$ cat src/rtl/io_port_bridge.sv
// io_port_bridge: endpoint for the core's IN/OUT instructions.
// Transmit FIFO feeds an external sink; receive FIFO feeds the core.
module io_port_bridge #(
    parameter int DATA_W    = 16,
    parameter int OUT_DEPTH = 4,
    parameter int IN_DEPTH  = 4
) (
    input  logic                         clk,
    input  logic                         rst,
    input  logic                         cpu_out_valid,
    input  logic [DATA_W-1:0]            cpu_out_data,
    input  logic                         cpu_in_ack,
    output logic [DATA_W-1:0]            cpu_in_data,
    output logic                         cpu_in_avail,
    output logic                         ext_out_valid,
    output logic [DATA_W-1:0]            ext_out_data,
    input  logic                         ext_out_ready,
    input  logic                         ext_in_valid,
    input  logic [DATA_W-1:0]            ext_in_data,
    output logic                         ext_in_ready,
    output logic                         out_overflow,
    input  logic                         clr_overflow,
    output logic [$clog2(OUT_DEPTH):0]   out_count,
    output logic [$clog2(IN_DEPTH):0]    in_count
);

    localparam int OAW = $clog2(OUT_DEPTH);
    localparam int IAW = $clog2(IN_DEPTH);
    localparam int OCW = OAW + 1;
    localparam int ICW = IAW + 1;

    logic [DATA_W-1:0] tx_mem [OUT_DEPTH];
    logic [OAW-1:0]    tx_wr;
    logic [OAW-1:0]    tx_rd;
    logic [OCW-1:0]    tx_cnt;
    logic              tx_full;
    logic              tx_push;
    logic              tx_pop;
    logic              tx_drop;

    logic [DATA_W-1:0] rx_mem [IN_DEPTH];
    logic [IAW-1:0]    rx_wr;
    logic [IAW-1:0]    rx_rd;
    logic [ICW-1:0]    rx_cnt;
    logic              rx_full;
    logic              rx_push;
    logic              rx_pop;

    // A full transmit FIFO still accepts a strobe if a word leaves the same cycle.
    assign tx_full       = (tx_cnt == OCW'(OUT_DEPTH));
    assign ext_out_valid = (tx_cnt != '0);
    assign tx_pop        = ext_out_valid & ext_out_ready;
    assign tx_push       = cpu_out_valid & (~tx_full | tx_pop);
    assign tx_drop       = cpu_out_valid & tx_full & ~tx_pop;
    assign ext_out_data  = tx_mem[tx_rd];
    assign out_count     = tx_cnt;

    // Ready comes from the registered count only, so a pop while full
    // does not open the input until the following cycle.
    assign rx_full      = (rx_cnt == ICW'(IN_DEPTH));
    assign ext_in_ready = ~rx_full;
    assign rx_push      = ext_in_valid & ext_in_ready;
    assign cpu_in_avail = (rx_cnt != '0);
    assign rx_pop       = cpu_in_ack & cpu_in_avail;
    assign cpu_in_data  = cpu_in_avail ? rx_mem[rx_rd] : '0;
    assign in_count     = rx_cnt;

    // Transmit storage write; contents need no reset, the count guards them.
    always_ff @(posedge clk) begin
        if (tx_push) begin
            tx_mem[tx_wr] <= cpu_out_data;
        end
    end

    // Transmit pointers and occupancy.
    always_ff @(posedge clk) begin
        if (rst) begin
            tx_wr  <= '0;
            tx_rd  <= '0;
            tx_cnt <= '0;
        end else begin
            if (tx_push) begin
                tx_wr <= tx_wr + OAW'(1);
            end
            if (tx_pop) begin
                tx_rd <= tx_rd + OAW'(1);
            end
            if (tx_push && !tx_pop) begin
                tx_cnt <= tx_cnt + OCW'(1);
            end else if (tx_pop && !tx_push) begin
                tx_cnt <= tx_cnt - OCW'(1);
            end
        end
    end

    // Sticky overflow flag; a fresh drop beats a clear in the same cycle.
    always_ff @(posedge clk) begin
        if (rst) begin
            out_overflow <= 1'b0;
        end else if (tx_drop) begin
            out_overflow <= 1'b1;
        end else if (clr_overflow) begin
            out_overflow <= 1'b0;
        end
    end

    // Receive storage write.
    always_ff @(posedge clk) begin
        if (rx_push) begin
            rx_mem[rx_wr] <= ext_in_data;
        end
    end

    // Receive pointers and occupancy.
    always_ff @(posedge clk) begin
        if (rst) begin
            rx_wr  <= '0;
            rx_rd  <= '0;
            rx_cnt <= '0;
        end else begin
            if (rx_push) begin
                rx_wr <= rx_wr + IAW'(1);
            end
            if (rx_pop) begin
                rx_rd <= rx_rd + IAW'(1);
            end
            if (rx_push && !rx_pop) begin
                rx_cnt <= rx_cnt + ICW'(1);
            end else if (rx_pop && !rx_push) begin
                rx_cnt <= rx_cnt - ICW'(1);
            end
        end
    end

endmodule

$ cat config.mk
export PLATFORM = sky130hd
export DESIGN_NAME = io_port_bridge
export DESIGN_NICKNAME = d
export VERILOG_FILES = /design/src/rtl/io_port_bridge.sv
export SDC_FILE = /design/constraint.sdc
export NUM_CORES = 1
export LEC_CHECK = 0
export BUFFER_PORTS_ARGS = -buffer_cell sky130_fd_sc_hd__buf_2
export CORE_MARGIN = 3
export CORE_UTILIZATION = 61
export DETAILED_ROUTE_END_ITERATION = 12
export GPL_TIMING_DRIVEN = 0
export PLACE_DENSITY = 0.83
export SYNTH_ARGS = -nofsm -noshare
export SYNTH_HDL_FRONTEND = slang
export SYNTH_SLANG_ARGS = --single-unit
export TNS_END_PERCENT = 30
$ cat constraint.sdc
create_clock -name clk -period 4.8 [get_ports clk]
set_input_delay 1.44 -clock clk [delete_from_list [all_inputs] [get_ports clk]]
set_output_delay 1.44 -clock clk [all_outputs]
set_load 0.03 [all_outputs]
==> results by group <==
Worst setup path
  – Critical Path Most Common Cell: buf_2
  – Critical path arrival: roughly 2200 ps
  – Crit. Startpoint: in_count[0]$_SDFFE_PP0P_
  – Crit Path Max Fanout: 10
  – Crit-path cells: nor3_2 > buf_2 > nor2b_1 > buf_2
  – CP peak stage delay: about 640 ps
  – R2R Path Start: in_count[0]$_SDFFE_PP0P_
  – Critical path class: reg -> out
  – Nature of the critical path endpoint: output pin
  – Critical-path top delay cell: nor3_2
  – Crit path launch type: register
  – Worst path required time: around 3400 ps

Finish
  – Most frequent cells in the layout: edfxtp_1 (128), buf_2 (85), mux4_2 (32)
  – Final #Nets: between 400 and 500
  – Ratio of cells with drive above 1 in the final layout: 38.6%
  – Ant. Diodes: 0
  – Fillers: 500
  – Layout area overhead: 20.0%
  – Commonest non-fill, non-tap cell in the layout: edfxtp_1

Power and ir drop
  – Maximum vdd drop: 0.368 mV
  – NetSw: roughly 1.3 mW
  – Pwr dens: between 600 and 700 mW/mm2
  – Clock share of power: 31.7%
  – Overall power: 4.17 mW
  – Switching share of total power: around 31%
  – Sequential share of power: between 30 and 40%
  – Static leakage: 2.49 nW
  – Combinational power share: 29.3%
  – Int Pwr: 2.87 mW

STA
  – Max Clock Skew: about 6.5 ps
  – Relative slew slack: 42.0%
  – Final setup viols: 0
  – Fin Hold WS: slightly below 500 ps
  – F_max: approximately 0.28 GHz
  – Max-slew violation count: 0
  – Endpoints failing hold: 0
  – RSZ-0062 raised after global routing: no
  – Tcrit/Tclk final: 75.1%
  – Fin crit period: 3610 ps
  – Setup TNS: 0 ps
  – Worst Max-Slew Pin Slew: 870 ps

Synthesis
  – Synthesis Warnings: 0
  – Post-Syn Area per Cell: about 20 um2
  – Cells after synthesis: 287
  – Synth Flop Type: edfxtp_1
  – Seq/Total Area, Yosys: 73.9%
  – Asr flop ratio synth: 0%
  – Syn Std Cell Area: 0.00572 mm2
  – Number of distinct library cells after synthesis: 31
  – FF+latch count, synth: 147
  – Post-synth EDFFs: 128
  – Mapped Nets: between 300 and 400

Die
  – DIE WIDTH: 103 um
  – Die Y: around 100 um
  – Core area: just under 0.009 mm2
  – Initial Util: 64.0%
  – DIE AREA: 0.0106 mm2
  – Row cnt: 34
  – Top Ports: 81

Routing
  – Routed wire length: between 9000 and 10000 um
  – Initial drt markers: 106
  – ANT nets after route: 0
  – Average wire per standard cell: slightly below 20 um
  – Routed vias/inst: 5.69
  – Vias: 2886
  – First-pass detailed-route iteration total: 4
  – DRC: 0

Global route
  – Largest net degree at the start of global routing: 17
  – Vias in the first global route: 3014
  – Initial antenna violation count: 0
  – Gr usage total: between 20% and 30%
  – First-pass GRT wire length: 15500 um
  – Total gr overflow: 0

Clock network
  – CTS buffer count: 17
  – H-tree Lvls: 4
  – Worst skew pair latency: 500 ps
  – # resized after CTS: 0
  – Root Buffer: clkbuf_8
  – Reg clk slew, reported paths: 60 ps
  – Cts hold-fix bufs: 0
  – # Post-CTS Setup Buffers: 0
  – CTS tree: yes
  – Clock buffer depth: 2
  – CTS Sinks: 147

Hold path
  – Hold WC Path Type: reg -> reg
  – Worst min-delay path startpoint: rx_rd[1]$_SDFFE_PP0P_

Run
  – Max Cap Violations: 0

Placement
  – Dpl hpwl: 6050 um
  – PortBufs: 80
  – RD Place Congestion: 0.754

Outcome
  – Status: completed
critical path: cells and delay by family, from the launching register on:
family,cells,cell delay (ps)
buffers and inverters,2,570
DFF,1,380
and+or+nand+nor,2,720
area by class of cell:
cell class	count	area, um2	area share [%]
flip-flops and latches	147	4220	61.6
repair buffers	80	400	5.84
clock buffers	19	422	6.15
inverters	7	26.3	0.383
multi-input cells	121	1390	20.3
clock inverters	13	185	2.70
plain buffers	12	75.1	1.09
well taps	108	135	1.97
kinds of logic after synthesis:
group                    share of synthesized area (%)
flip-flops                                        73.9
adder cells (fa/ha/maj)                           2.89
AND/OR/NAND/NOR                                   5.40
multiplexers                                      13.8
XOR/XNOR                                          1.07
AO/OA/AOI/OAI                                     1.23
buffers and inverters                             1.77
worst paths after layout:
check / end / slack, ps / cells after the start
min reg2reg: register / 500 / 2
max: cpu_in_data[12] / 1190 / 4
min: register / 500 / 2
max reg2reg: in_count[2]$_SDFFE_PP0P_ / 2560 / 8
routing by layer:
metal | global-route usage [%] | vias up | part of all wire [%]
met5 | 0 | - | 0
met4 | 7.37 | 0 | 1.2
met3 | 5.75 | 13 | 4.5
met2 | 34.6 | 83 | 53
met1 | 25.2 | 1467 | 41
li1 | - | 1323 | -
per-stage QoR:
step                      utilization (%)  setup slack [ps]  cell area, um2  cells
after CTS                            76.8              1150            6860    507
after global routing                 76.8              1040            6860    507
final                                76.8              1190            6860    507
after floorplan                         -              1830            5720    287
after detailed placement             70.0              1550            6250    475
after global placement               70.0              1600            6250    475
Yosys cell counts, types with 2 or more instances:
cell | instances | area share [%]
edfxtp_1 | 128 | 67
ha_1 | 10 | 2.2
or3_1 | 4 | 0.44
fa_1 | 2 | 0.70
mux2i_1 | 4 | 0.70
inv_1 | 7 | 0.46
xor2_1 | 7 | 1.1
buf_1 | 2 | 0.13
o21ai_0 | 3 | 0.26
nand2_1 | 2 | 0.13
dfxtp_1 | 19 | 6.7
o31ai_1 | 2 | 0.26
a21oi_1 | 4 | 0.35
nand2b_1 | 4 | 0.44
and2_1 | 8 | 0.88
nor2b_1 | 17 | 1.9
mux4_2 | 32 | 13
nor2_1 | 15 | 0.98
buf_2 | 5 | 0.44
sequential cells by signal, summed over array words and instances (netlist names), named ones only:
signal        count
tx_wr             2
rx_mem           64
tx_mem           64
out_count         3
out_overflow      1
in_count          3
rx_rd             2
rx_wr             2
tx_rd             2
power groups by stage:
stage | Clock (mW) | Sequential, mW | Combinational [mW]
3_5_place_dp | 0 | 1.65 | 1.22
5_1_grt | 1.40 | 1.64 | 1.32
6_report | 1.32 | 1.63 | 1.22
2_1_floorplan | 0 | 1.67 | 0.892
4_1_cts | 1.35 | 1.63 | 1.24
3_3_place_gp | 0 | 1.64 | 1.21
(Power assumes the default switching activity.)
